File: config.mk
export PLATFORM = sky130hd
export DESIGN_NAME = edge_event_recorder
export DESIGN_NICKNAME = d
export VERILOG_FILES = /design/src/rtl/edge_rec_pkg.sv /design/src/rtl/edge_rec_fifo.sv /design/src/rtl/edge_event_recorder.sv
export SDC_FILE = /design/constraint.sdc
export NUM_CORES = 1
export LEC_CHECK = 0
export CAP_MARGIN = 30
export CELL_PAD_IN_SITES_DETAIL_PLACEMENT = 0
export CELL_PAD_IN_SITES_GLOBAL_PLACEMENT = 1
export CORE_UTILIZATION = 44
export DETAILED_ROUTE_END_ITERATION = 10
export PLACE_DENSITY_LB_ADDON = 0.08
export SLEW_MARGIN = 20
export SYNTH_ARGS = -nofsm -noshare
export SYNTH_HDL_FRONTEND = slang
export SYNTH_SLANG_ARGS = --single-unit
File: constraint.sdc
create_clock -name clk -period 2.8 [get_ports clk]
set_input_delay 0.56 -clock clk [delete_from_list [all_inputs] [get_ports clk]]
set_output_delay 0.56 -clock clk [all_outputs]
set_load 0.02 [all_outputs]
File: src/rtl/edge_rec_pkg.sv
// Shared edge codes and width helpers for the edge event recorder.
package edge_rec_pkg;

  typedef logic [1:0] edge_t;

  localparam edge_t EDGE_NONE = 2'b00;
  localparam edge_t EDGE_RISE = 2'b01;
  localparam edge_t EDGE_FALL = 2'b10;
  localparam edge_t EDGE_BOTH = 2'b11;

  // Channel index width; a single channel still gets a 1-bit index.
  function automatic int idx_w(input int n);
    return (n <= 1) ? 1 : $clog2(n);
  endfunction

endpackage

File: src/rtl/edge_rec_fifo.sv
// Event record FIFO: count-based full/empty, push and pop allowed on the same edge.
module edge_rec_fifo #(
  parameter int  DEPTH = 8,
  parameter type rec_t = logic [7:0]
) (
  input  logic clk,
  input  logic rst_n,
  input  logic push,
  input  rec_t wdata,
  input  logic pop,
  output rec_t rdata,
  output logic full,
  output logic empty
);

  localparam int PTR_W = $clog2(DEPTH);
  localparam logic [PTR_W:0] DEPTH_CNT = (PTR_W + 1)'(DEPTH);

  rec_t             mem_r [DEPTH];
  logic [PTR_W-1:0] wr_ptr_r;
  logic [PTR_W-1:0] rd_ptr_r;
  logic [PTR_W:0]   count_r;
  logic             do_push_s;
  logic             do_pop_s;

  assign full  = (count_r == DEPTH_CNT);
  assign empty = (count_r == '0);
  assign rdata = mem_r[rd_ptr_r];

  // A push into a full FIFO is legal only when the head leaves on the same edge.
  always_comb begin
    do_pop_s  = pop & ~empty;
    do_push_s = push & (~full | do_pop_s);
  end

  // Storage, pointers and occupancy.
  always_ff @(posedge clk or negedge rst_n) begin
    if (!rst_n) begin
      for (int i = 0; i < DEPTH; i++) mem_r[i] <= '0;
      wr_ptr_r <= '0;
      rd_ptr_r <= '0;
      count_r  <= '0;
    end else begin
      if (do_push_s) begin
        mem_r[wr_ptr_r] <= wdata;
        wr_ptr_r        <= wr_ptr_r + 1'b1;
      end
      if (do_pop_s) begin
        rd_ptr_r <= rd_ptr_r + 1'b1;
      end
      if (do_push_s && !do_pop_s) begin
        count_r <= count_r + 1'b1;
      end else if (do_pop_s && !do_push_s) begin
        count_r <= count_r - 1'b1;
      end
    end
  end

endmodule

File: src/rtl/edge_event_recorder.sv
// Samples trigger lines, records selected edges with timestamps into a FIFO.
// Optional rising-edge condition checker enabled by EDGE_REC_CHECK_EN.
module edge_event_recorder
  import edge_rec_pkg::*;
#(
  parameter int NTRG  = 4,
  parameter int TS_W  = 6,
  parameter int DEPTH = 8
) (
  input  logic                     clk,
  input  logic                     rst_n,
  input  logic [NTRG-1:0]          trg,
  input  logic [NTRG-1:0]          en,
  input  logic [NTRG-1:0]          pos_sel,
  input  logic [NTRG-1:0]          neg_sel,
`ifdef EDGE_REC_CHECK_EN
  input  logic [NTRG-1:0]          chk,
`endif
  output logic                     out_valid,
  input  logic                     out_ready,
  output logic [TS_W-1:0]          out_ts,
  output logic [idx_w(NTRG)-1:0]   out_idx,
  output logic [1:0]               out_edge,
  output logic [7:0]               drop_cnt,
  output logic                     fail,
  output logic [idx_w(NTRG)-1:0]   fail_idx
);

  localparam int IDX_W = idx_w(NTRG);

  typedef struct packed {
    logic [TS_W-1:0]  ts;
    logic [IDX_W-1:0] idx;
    edge_t            edg;
  } rec_t;

  logic [NTRG-1:0] trg_smp_r;
  logic [NTRG-1:0] trg_dly_r;
  logic [NTRG-1:0] en_smp_r;
  logic            prime_r;
  logic [TS_W-1:0] ts_r;
  logic [7:0]      drop_cnt_r;

  logic [NTRG-1:0] slot_vld_r;
  logic [TS_W-1:0] slot_ts_r   [NTRG];
  edge_t           slot_edge_r [NTRG];

  logic [NTRG-1:0] rise_s, fall_s, evt_s, grant_s, drop_s, load_s;
  edge_t           evt_edge_s [NTRG];
  logic            fifo_full_s, fifo_empty_s, pop_s, can_push_s, push_s;
  rec_t            push_rec_s, head_s;
  logic [3:0]      drop_num_s;
  logic [8:0]      drop_sum_s;
  logic [7:0]      drop_nxt_s;

  // Input sampling; the first sample after reset also fills the delay stage so it cannot look like an edge.
  always_ff @(posedge clk or negedge rst_n) begin
    if (!rst_n) begin
      trg_smp_r <= '0;
      trg_dly_r <= '0;
      en_smp_r  <= '0;
      prime_r   <= 1'b0;
      ts_r      <= '0;
    end else begin
      trg_smp_r <= trg;
      en_smp_r  <= en;
      trg_dly_r <= prime_r ? trg_smp_r : trg;
      prime_r   <= 1'b1;
      ts_r      <= ts_r + 1'b1;
    end
  end

  // Edge detection and edge code per channel.
  always_comb begin
    rise_s = trg_smp_r & ~trg_dly_r;
    fall_s = ~trg_smp_r & trg_dly_r;
    evt_s  = {NTRG{prime_r}} & en_smp_r & ((rise_s & pos_sel) | (fall_s & neg_sel));
    for (int i = 0; i < NTRG; i++) begin
      if (rise_s[i]) begin
        evt_edge_s[i] = neg_sel[i] ? EDGE_BOTH : EDGE_RISE;
      end else begin
        evt_edge_s[i] = EDGE_FALL;
      end
    end
  end

  // Lowest-index pending slot wins the FIFO write; a pop makes room even when full.
  always_comb begin
    pop_s      = out_valid & out_ready;
    can_push_s = ~fifo_full_s | pop_s;
    grant_s    = '0;
    push_s     = 1'b0;
    push_rec_s = '0;
    for (int i = NTRG - 1; i >= 0; i--) begin
      if (slot_vld_r[i] && can_push_s) begin
        grant_s        = '0;
        grant_s[i]     = 1'b1;
        push_s         = 1'b1;
        push_rec_s.ts  = slot_ts_r[i];
        push_rec_s.idx = IDX_W'(i);
        push_rec_s.edg = slot_edge_r[i];
      end else begin
        push_s = push_s;
      end
    end
  end

  // An event only drops when its slot is still occupied after this cycle's grant.
  always_comb begin
    drop_s     = evt_s & slot_vld_r & ~grant_s;
    load_s     = evt_s & ~drop_s;
    drop_num_s = 4'd0;
    for (int i = 0; i < NTRG; i++) begin
      drop_num_s = drop_num_s + {3'd0, drop_s[i]};
    end
    drop_sum_s = {1'b0, drop_cnt_r} + {5'd0, drop_num_s};
    if (drop_sum_s > 9'd255) begin
      drop_nxt_s = 8'hFF;
    end else begin
      drop_nxt_s = drop_sum_s[7:0];
    end
  end

  // Pending slots and the saturating drop counter.
  always_ff @(posedge clk or negedge rst_n) begin
    if (!rst_n) begin
      slot_vld_r <= '0;
      for (int i = 0; i < NTRG; i++) begin
        slot_ts_r[i]   <= '0;
        slot_edge_r[i] <= EDGE_NONE;
      end
      drop_cnt_r <= 8'd0;
    end else begin
      for (int i = 0; i < NTRG; i++) begin
        if (load_s[i]) begin
          slot_vld_r[i]  <= 1'b1;
          slot_ts_r[i]   <= ts_r;
          slot_edge_r[i] <= evt_edge_s[i];
        end else if (grant_s[i]) begin
          slot_vld_r[i] <= 1'b0;
        end
      end
      drop_cnt_r <= drop_nxt_s;
    end
  end

  edge_rec_fifo #(
    .DEPTH (DEPTH),
    .rec_t (rec_t)
  ) u_fifo (
    .clk   (clk),
    .rst_n (rst_n),
    .push  (push_s),
    .wdata (push_rec_s),
    .pop   (pop_s),
    .rdata (head_s),
    .full  (fifo_full_s),
    .empty (fifo_empty_s)
  );

  assign out_valid = ~fifo_empty_s;
  assign out_ts    = head_s.ts;
  assign out_idx   = head_s.idx;
  assign out_edge  = head_s.edg;
  assign drop_cnt  = drop_cnt_r;

`ifdef EDGE_REC_CHECK_EN
  logic [NTRG-1:0]  chk_smp_r;
  logic [NTRG-1:0]  bad_s;
  logic [IDX_W-1:0] bad_idx_s;
  logic             fail_r;
  logic [IDX_W-1:0] fail_idx_r;

  // Rising-edge events whose condition sample was low; lowest channel reported.
  always_comb begin
    bad_s     = evt_s & rise_s & ~chk_smp_r;
    bad_idx_s = '0;
    for (int i = NTRG - 1; i >= 0; i--) begin
      if (bad_s[i]) begin
        bad_idx_s = IDX_W'(i);
      end else begin
        bad_idx_s = bad_idx_s;
      end
    end
  end

  // Sticky failure flag; the index is captured on the first failure only.
  always_ff @(posedge clk or negedge rst_n) begin
    if (!rst_n) begin
      chk_smp_r  <= '0;
      fail_r     <= 1'b0;
      fail_idx_r <= '0;
    end else begin
      chk_smp_r <= chk;
      if (!fail_r && (|bad_s)) begin
        fail_r     <= 1'b1;
        fail_idx_r <= bad_idx_s;
      end
    end
  end

  assign fail     = fail_r;
  assign fail_idx = fail_idx_r;
`else
  assign fail     = 1'b0;
  assign fail_idx = '0;
`endif

endmodule

==> impl_metrics.yaml, run 1 <==
finish:
  area_delta_synth_final_pct: 22.1
  drive_gt1_share_pct: 25.9
  multi_input_area_sq_um: 3040
  nets: 713
  fin_area_sq_um: 8720
  fill_cells: 1397
  register_area_sq_um: 3830
  diodes: 0
  final_cells: 912
  utilization_pct: 54.9
clock_tree:
  cts_made_buffers: 17
  htree_levels: 4
  cts_buffer_depth: 2
  holdBufCountCts: 0
  clk_pin_slew_ps: 60
  clk_latency_ps: 410
  tritoncts: "yes"
  cts_sinks: 153
  root_buffer: "clkbuf_16"
floorplanning:
  die-area_sq_um: 16700
  io_pins: 41
  coreArea_sq_um: 15900
  start_util_pct: 45.0
  die_x_microns: 129
  dieHeight_microns: 129
  rows: 46
pwr:
  power_frac_comb_pct: 34.6
  power_frac_seq_pct: 38.6
  peakVddDrop_mv: 0.500
  clkPwrFrac_pct: 26.8
  p_leak_nw: 3.69
  power_density_nw_per_um2: 1010
  switchingPower_mw: 2.84
  intPower_mw: 6.00
  p_sw_share_pct: 32.1
drt:
  drt-total-wl_mm: 14.9
  drc: 0
  antenna_left: 0
  viasPerCell: 5.10
  detail_route.wl_per_cell_microns: 16.3
  vias: 4654
  drt_iter0_markers: 168
  drtPass1Iterations: 4
sta:
  finalCriticalPeriod_ps: 2780
  hold_viol: 0
  fmax_mhz: 360
  slew-limit-headroom_pct: 46.6
  worst_slew_pin_slew_ps: 801
  fin_crit_sh_pct: 99.3
  rsz0062_at_grt: "yes"
  setup_viol_count_final: 0
  drv_slew: 0
  fin_tns_setup_ps: 0
  fin_skew_ps: 9.21
run:
  drv_cap: 0
logic_synthesis:
  synth_top_area_share_pct: 53.6
  synth.cell_area_sq_um: 7140
  yosysUniqueCellTypes: 49
  seq_area_frac_synth_pct: 53.6
  synth_cells: 604
  yosys_warnings: 0
  ys_seq_elements: 153
  avgSynthCellArea_sq_um: 11.8
  yosys.area.top_type: "dfrtp_1"
  synthTopCellsByArea: "dfrtp_1 54%, mux2_2 6.9%, mux4_2 6.3%"
placement:
  hpwl_mm: 10.3
  place_inst: 877
  placed_area_sq_um: 8030
  globalplace.congestion: 0.746
  io_buffers: 37
global_routing:
  antenna_found_initial: 0
  grt_max_degree: 72
  grt_pass1_wl_mm: 24.9
  grt_usage_pct: 19.8
  overflow: 0
  grt_pass1_vias: 4701
run_status:
  status: "complete, no violations"
critical_path:
  worst-setup-path-type: "input pin to flop"
  crit_path_max_fanout: 3
  worstSetupStartpointType: "input pin"
  rr_worst_depth: 10
  critical_path.endpoint_type: "flop"
  worstReg2RegStart: "u_fifo.count_r[0]"
  required_ps: 3130
  r2r_end: "drop_cnt[6]"
  ff2ff_setup_slack_ps: 40
  critical_path_arrival_ps: 3110
worst_hold_path:
  hold_path_class: "input pin to async pin"
-- final cells by class --
class | count | share of cell area, %
multi-input cells | 388 | 34.9
clock buffers | 20 | 5.24
inverters | 33 | 1.42
clock inverters | 12 | 1.88
flip-flops and latches | 153 | 43.9
repair buffers | 90 | 9.60
well taps | 216 | 3.10
-- state kept, by name, summed over array words and instances (netlist names) --
name / count
u_fifo.mem_r: 80
slot_ts_r: 24
drop_cnt: 8
slot_edge_r: 8
ts_r: 6
en_smp_r: 4
slot_vld_r: 4
trg_dly_r: 4
trg_smp_r: 4
u_fifo.count_r: 4
u_fifo.rd_ptr_r: 3
u_fifo.wr_ptr_r: 3
prime_r: 1
-- cell families (layout without fill, tap and decap cells) --
group,count (synthesis),after routing,synth area share [%]
compound gates,135,135,11.8
xor+xnor,14,14,1.72
fa+ha+maj,11,11,2.35
buf+inv,65,155,5.01
flops,153,153,53.6
mux,83,83,15.9
other cells,2,4,0.105
simple gates,141,141,9.50
-- per-layer routing --
metal	share of wire, %	GRT usage [%]
met2	49	32.1
met5	0	0
met1	47	26.9
met4	0.84	6.57
met3	3.4	3.67
-- power by group through the flow --
stage	sequential (mW)	clock [mW]	combinational (mW)
6_report	3.41	2.37	3.06
5_1_grt	3.51	2.53	3.39
4_1_cts	3.41	2.43	3.11
3_5_place_dp	3.45	0	3.21
3_3_place_gp	3.40	0	3.13
2_1_floorplan	3.32	0	2.28
-- synthesized netlist by cell type (all sizes together) --
cell and number:
a22oi 8, buf 16, ha 7, mux2 44, o21ai 15, o21bai 1
fa 4, nor3 4, nand2 26, bufbuf 1, nand3b 11, dfrtp 153
nor2b 8, conb 2, a211oi 8, a21bo 1, nand2b 6, nor2 66
mux4 20, a41oi 3, o31a 1, a211o 1, nand3 10, a21oi 89
a221o 1, a2111oi 1, xor2 5, o211ai 1, or3b 3, or3 1
and2b 1, clkbuf 15, a21o 4, and3 3, nor4 1, xnor2 9
nand4 1, mux2i 19, o31ai 1, inv 33
-- cells in the final DEF (no fill, tap or decap), drive strengths merged, types with 5 or more instances in the layout --
master	netlist	layout
nand3	10	10
clkdlybuf4s50	0	22
nand2b	6	6
dlygate4sd2	0	11
nand2	26	26
nor2	66	66
inv	33	35
nand3b	11	11
nor2b	8	8
ha	7	7
xor2	5	5
xnor2	9	9
mux2	44	44
o21ai	15	15
clkbuf	15	20
mux4	20	20
a211oi	8	8
buf	16	54
mux2i	19	19
dfrtp	153	153
a22oi	8	8
a21oi	89	89
-- how the worst max path moves through the flow --
stage	slack [ps]	endpoint	start	depth (start not counted)
3_5_place_dp	-530	drop_cnt[6]	neg_sel[2]	12
2_1_floorplan	-60	drop_cnt[6]	out_ready	11
6_report	20	drop_cnt[6]	pos_sel[0]	11
3_3_place_gp	-530	drop_cnt[7]	neg_sel[2]	11
5_1_grt	-70	drop_cnt[2]	u_fifo.count_r[0]	11
4_1_cts	8	drop_cnt[2]	pos_sel[2]	13
-- per-stage QoR --
step                hold WS [ps]  total power, mW  worst slack [ps]
finish                      75.8             8.84              19.1
global route                94.4             9.43             -67.4
CTS                         79.6             8.95              7.64
detailed placement           469             6.65              -533
global placement             464             6.53              -525
floorplan                    264             5.60             -59.5
-- worst max-delay path, cell delays in order --
cell and delay, ps:
clkdlybuf4s50_1 450, nand3b_1 80, a21oi_2 190, nand4_1 150, fa_1 550, fa_2 210, inv_2 50, fa_2 380
and3_4 220, nor2b_4 130, a21oi_2 140
-- repair_timing --
item	4_1_cts	5_1_grt
pin swaps	9	17
setup endpoints to repair	19	9
buffers inserted	3	0
resized for setup	14	12
Power figures use the tool's default switching activity.
==> inputs of run 2 (changes only) <==
--- a/config.mk
+++ b/config.mk
@@ -8,7 +8,7 @@
 export CAP_MARGIN = 30
 export CELL_PAD_IN_SITES_DETAIL_PLACEMENT = 0
 export CELL_PAD_IN_SITES_GLOBAL_PLACEMENT = 1
-export CORE_UTILIZATION = 44
+export CORE_UTILIZATION = 32
 export DETAILED_ROUTE_END_ITERATION = 10
 export PLACE_DENSITY_LB_ADDON = 0.08
 export SLEW_MARGIN = 20
==> run 2 against run 1 <==
- die area up 37%
- largest cell class unchanged
- design area up 0.70%
- largest power group unchanged
- setup slack better by 30 ps
- non-clock buffer count up 7
- sequential share of layout area down 0.29 points
- register-to-register slack about the same
- clock power down 7%
- final cell count up 7.8%
- maximum frequency up 1.1%
- routed wire length up 11%
- clock skew up 1.4 ps
==> impl_metrics.yaml, run 2 (same netlist as run 1, synthesis figures left out) <==
drt:
  drc: 0
  highest_layer: "met4"
  drt_iter0_markers: 156
  route.met2.wl_mm: 8.21
  dr_wl_met3_microns: 399
  met1_length_mm: 7.72
  drt-total-wl_mm: 16.5
  drtPass1Iterations: 4
  vias: 4670
  antenna_left: 0
  viasPerCell: 4.75
  detail_route.wl_per_cell_microns: 16.8
floorplanning:
  die-area_sq_um: 22900
  rows: 54
  dieHeight_microns: 151
  start_util_pct: 32.7
  coreArea_sq_um: 21800
  io_pins: 41
  die_x_microns: 151
run:
  drv_cap: 0
critical_path:
  critical_path_arrival_ps: 3050
  worstReg2RegStart: "u_fifo.count_r[1]"
  rr_worst_depth: 9
  crit_path_max_fanout: 4
  worstSetupStartpointType: "flop"
  worst-setup-path-type: "flop to flop"
  crit_start: "u_fifo.count_r[1]"
  required_ps: 3100
  r2r_end: "drop_cnt[7]"
  critical_path.endpoint_type: "flop"
  ff2ff_setup_slack_ps: 50
finish:
  area_delta_synth_final_pct: 23.0
  mostFrequentLayoutCells: "152 x dfrtp_1, 86 x a21oi_1, 66 x nor2_1"
  final_common_cell: "dfrtp_1"
  utilization_pct: 40.3
  drive_gt1_share_pct: 26.7
  nets: 720
  reg_top3: "u_fifo.mem_r (80), slot_ts_r (24)"
  largest_reg_flops: 80
  top_register: "u_fifo.mem_r"
  final_cells: 983
  diodes: 0
sta:
  fmax_mhz: 364
  rsz0062_at_grt: "yes"
  worst_slew_pin_slew_ps: 932
  finalCriticalPeriod_ps: 2750
  setup_ws_ps: 49.1
  hold_viol: 0
  setup_viol_count_final: 0
  slew-limit-headroom_pct: 37.9
  drv_slew: 0
  fin_crit_sh_pct: 98.2
  fin_skew_ps: 10.6
global_routing:
  grt_usage_pct: 15.9
  antenna_found_initial: 0
  grt_pass1_vias: 4811
  overflow: 0
  grt_pass1_wl_mm: 26.8
  grt_max_degree: 54
run_status:
  status: "complete, no violations"
clock_tree:
  tritoncts: "yes"
  cts_sinks: 153
  root_buffer: "clkbuf_16"
  clk_pin_slew_ps: 70
  holdBufCountCts: 0
  clk_latency_ps: 420
  cts_buffer_depth: 2
  cts_made_buffers: 17
  htree_levels: 4
placement:
  pre_cts_ws_ps: -574
  io_buffers: 37
  globalplace.congestion: 0.722
  place_inst: 945
  hpwl_mm: 11.2
pwr:
  p_leak_nw: 3.69
  power_density_nw_per_um2: 1000
  peakVddDrop_mv: 0.444
worst_hold_path:
  hold_path_class: "input pin to async pin"
-- run 2: changes by cell type in the layout (fill, tap and decap cells not counted), moves of 3 or more --
cell             previous run  this run
buf_4                      45        54
clkdlybuf4s15_1             0         6
inv_6                       2         6
buf_6                       4         1
clkinv_2                    0         3
clkinvlp_4                  4         1
dlygate4sd2_1              11         8
-- run 2: final cells by class --
type	instances	area, sq um
Clock buffer	17	425
Clock inverter	15	140
Fill cell	2068	13000
Inverter	33	124
Multi-Input combinational cell	388	3020
Sequential cell	153	3830
Tap cell	280	350
Timing Repair Buffer	97	892
-- run 2: worst max-delay path: stages, from the launching register on --
cell	delay, ps
dfrtp_1	410
nor3_4	300
a211o_4	190
nand3_2	80
fa_1	580
fa_2	220
inv_2	40
fa_2	390
nand2b_1	160
mux2_4	260
-- run 2: per-stage QoR --
stage | setup TNS [ps] | total power [mW] | instance area, sq um | hold slack [ps]
floorplan | -177 | 5.60 | 7200 | 264
global placement | -4900 | 6.57 | 8120 | 488
detailed placement | -5300 | 6.68 | 8120 | 495
CTS | -146 | 8.90 | 8730 | 101
global route | -199 | 9.44 | 8780 | 118
finish | 0 | 8.82 | 8780 | 90.9
-- run 2: metal layers --
layer / up-vias / track usage [%]
met2: 55 / 26.5
li1: 2289 / -
met5: - / 0
met3: 9 / 2.92
met4: 0 / 4.55
met1: 2317 / 20.9
-- run 2: power breakdown --
group	switching (mW)	total (mW)	leakage [nW]	internal, mW
clock network	0.961	2.20	0.279	1.24
registers	0.435	3.40	1.79	2.97
logic	1.56	3.22	1.63	1.66
total	2.95	8.82	3.69	5.87
-- run 2: how the worst max path moves through the flow --
stage | to | slack [ps] | cells past startpoint
after global placement | drop_cnt[7] | -540 | 11
after floorplan | drop_cnt[6] | -60 | 11
final | drop_cnt[7] | 50 | 9
after detailed placement | drop_cnt[7] | -570 | 11
after CTS | out_ts[2] | -40 | 4
after global routing | drop_cnt[6] | -60 | 10
-- run 2: repair_timing --
action	4_1_cts	5_1_grt
gates cloned	1	0
gates resized for setup	24	11
endpoints found under the hold margin	0	0
buffers inserted	1	4
endpoints found under the setup margin	20	17
pin swaps	14	6
==> inputs of run 3 (changes only) <==
--- a/config.mk
+++ b/config.mk
@@ -8,10 +8,10 @@
 export CAP_MARGIN = 30
 export CELL_PAD_IN_SITES_DETAIL_PLACEMENT = 0
 export CELL_PAD_IN_SITES_GLOBAL_PLACEMENT = 1
+export CORE_MARGIN = 4
 export CORE_UTILIZATION = 32
 export DETAILED_ROUTE_END_ITERATION = 10
 export PLACE_DENSITY_LB_ADDON = 0.08
-export SLEW_MARGIN = 20
 export SYNTH_ARGS = -nofsm -noshare
 export SYNTH_HDL_FRONTEND = slang
 export SYNTH_SLANG_ARGS = --single-unit
==> run 3 against run 2 <==
- clock power grew 17%
- largest power group unchanged
- first-iteration DRC count grew 70%
- worst hold slack gained 1.3 ps
- sequential power is essentially flat
- utilization grew 0.26 points
- global-route usage shrank 2.0 points
- design area grew 0.95%
- register-to-register slack gained 70 ps
- combinational power shrank 2%
- critical path type is now flop to output pin
- largest cell class unchanged
==> impl_metrics.yaml, run 3 (same netlist as run 1, synthesis figures left out) <==
critical_path:
  critical_path_arrival_ps: 2160
  ff2ff_setup_slack_ps: 120
  critical_path.endpoint_type: "output pin"
  crit_path_max_fanout: 9
  required_ps: 2240
  path_delay_family: "multiplexers"
  cpPeakStageDelay_ps: 510
  rr_worst_depth: 11
  worst-setup-path-type: "flop to output pin"
  cp_cell_sequence: "clkbuf_16, mux4_2, mux2_2, dlygate4sd2_1"
  crit_path_top_delay_cell: "mux4_2"
  crit_buf_inv: 2
  cp.depth: 4
  worstSetupStartpointType: "flop"
finish:
  reg_top3: "u_fifo.mem_r (80), slot_ts_r (24)"
  mostFrequentLayoutCells: "152 x dfrtp_1, 85 x a21oi_1, 66 x nor2_1"
  drive_gt1_share_pct: 26.9
  nets: 719
  diodes: 0
  top_register: "u_fifo.mem_r"
  final_common_cell: "dfrtp_1"
  utilization_pct: 40.5
  area_delta_synth_final_pct: 24.2
  largest_reg_flops: 80
pwr:
  power_mw: 9.11
  clkPwrFrac_pct: 28.2
  p_sw_share_pct: 31.8
  power_frac_comb_pct: 34.4
  switchingPower_mw: 2.90
  power_frac_seq_pct: 37.4
  power_density_nw_per_um2: 1030
  intPower_mw: 6.21
  peakVddDrop_mv: 0.375
  p_leak_nw: 3.75
global_routing:
  grt_max_degree: 54
  overflow: 0
  antenna_found_initial: 0
  grt_pass1_wl_mm: 26.6
  grt_pass1_vias: 4911
  grt_usage_pct: 13.9
placement:
  pre_cts_ws_ps: -523
  globalplace.congestion: 0.721
  io_buffers: 37
  hpwl_mm: 11.1
floorplanning:
  dieHeight_microns: 157
  start_util_pct: 32.6
  die_x_microns: 157
  io_pins: 41
  rows: 54
  coreArea_sq_um: 21900
  die-area_sq_um: 24800
drt:
  dr_wl_met3_microns: 402
  met1_length_mm: 7.36
  drt-total-wl_mm: 16.2
  highest_layer: "met4"
  drtPass1Iterations: 4
  antenna_left: 0
  route.met2.wl_mm: 8.32
  viasPerCell: 4.76
  drc: 0
  detail_route.wl_per_cell_microns: 16.5
  vias: 4671
  drt_iter0_markers: 265
sta:
  fin_skew_ps: 11.5
  fmax_mhz: 367
  fin_crit_sh_pct: 97.3
  hold_viol: 0
  slew-limit-headroom_pct: 41.2
  setup_viol_count_final: 0
  rsz0062_at_grt: "no"
  worst_slew_pin_slew_ps: 883
  setup_ws_ps: 75.8
  drv_slew: 0
  finalCriticalPeriod_ps: 2720
  hold_ws_ps: 92.2
clock_tree:
  tritoncts: "yes"
  clk_latency_ps: 420
  cts_sinks: 153
  htree_levels: 4
  cts_buffer_depth: 2
  cts_made_buffers: 17
  clk_pin_slew_ps: 60
  holdBufCountCts: 0
  root_buffer: "clkbuf_16"
run_status:
  status: "complete, no violations"
worst_hold_path:
  hold_path_class: "input pin to async pin"
run:
  drv_cap: 0
## run 3: cell types whose count changed in the layout (fill, tap and decap cells not counted), sizes merged
cell	before	now
inv	39	35
clkbuf	18	21
clkinv	7	4
clkdlybuf4s15	6	2
clkdlybuf4s50	20	21
clkinvlp	1	2
buf	61	59
dlymetal6s2s	1	4
bufinv	1	5
## run 3: stage by stage
| stage | instances | cell area (sq um) | setup TNS (ps) |
|---|---|---|---|
| finish | 982 | 8870 | 0 |
| global route | 982 | 8870 | 0 |
| CTS | 978 | 8790 | 0 |
| detailed placement | 946 | 8130 | -4920 |
| global placement | 946 | 8130 | -4880 |
| floorplan | 606 | 7200 | -177 |
## run 3: power by group through the flow
stage	sequential [mW]	combinational, mW	clock, mW
after detailed placement	3.44	3.24	0
after floorplan	3.32	2.28	0
final	3.41	3.14	2.57
after global placement	3.40	3.18	0
after CTS	3.40	3.14	2.64
after global routing	3.51	3.49	2.74
## run 3: per-layer routing
| metal | track usage [%] | vias up |
|---|---|---|
| li1 | - | 2278 |
| met1 | 17.9 | 2338 |
| met2 | 24.0 | 48 |
| met3 | 3.24 | 7 |
| met4 | 3.15 | 0 |
| met5 | 0 | - |
## run 3: cell type report
type,count,area [sq um]
clock buffer,19,443
inverter,33,124
sequential,153,3830
timing repair buffer,96,865
tap,280,350
fill,2138,13000
clock inverter,13,216
multi-input combinational,388,3040
## run 3: path summary, 6_finish.rpt
kind / to / start
max reg2reg: drop_cnt[6] / trg_smp_r[2]
max: out_ts[1] / u_fifo.rd_ptr_r[0]
max in group asynchronous: u_fifo.mem_r[14] / rst_n
min in group clk: slot_ts_r[14] / slot_ts_r[14]
min reg2reg: slot_ts_r[14] / slot_ts_r[14]
min: u_fifo.mem_r[53] / rst_n
## run 3: worst register-to-register path: cells and delay by family, from the launching register on
kind                     cells  cell delay [ps]
adder cells (fa/ha/maj)      3             1150
buffers and inverters        2              190
AO/OA/AOI/OAI                2              290
flip-flops                   1              390
AND/OR/NAND/NOR              4              590
## run 3: what timing repair did
item / CTS / global route
gates resized for setup: 16 / 13
buffers inserted: 0 / 3
cloned: 0 / 1
setup endpoints to repair: 18 / 15
pin swaps: 5 / 10
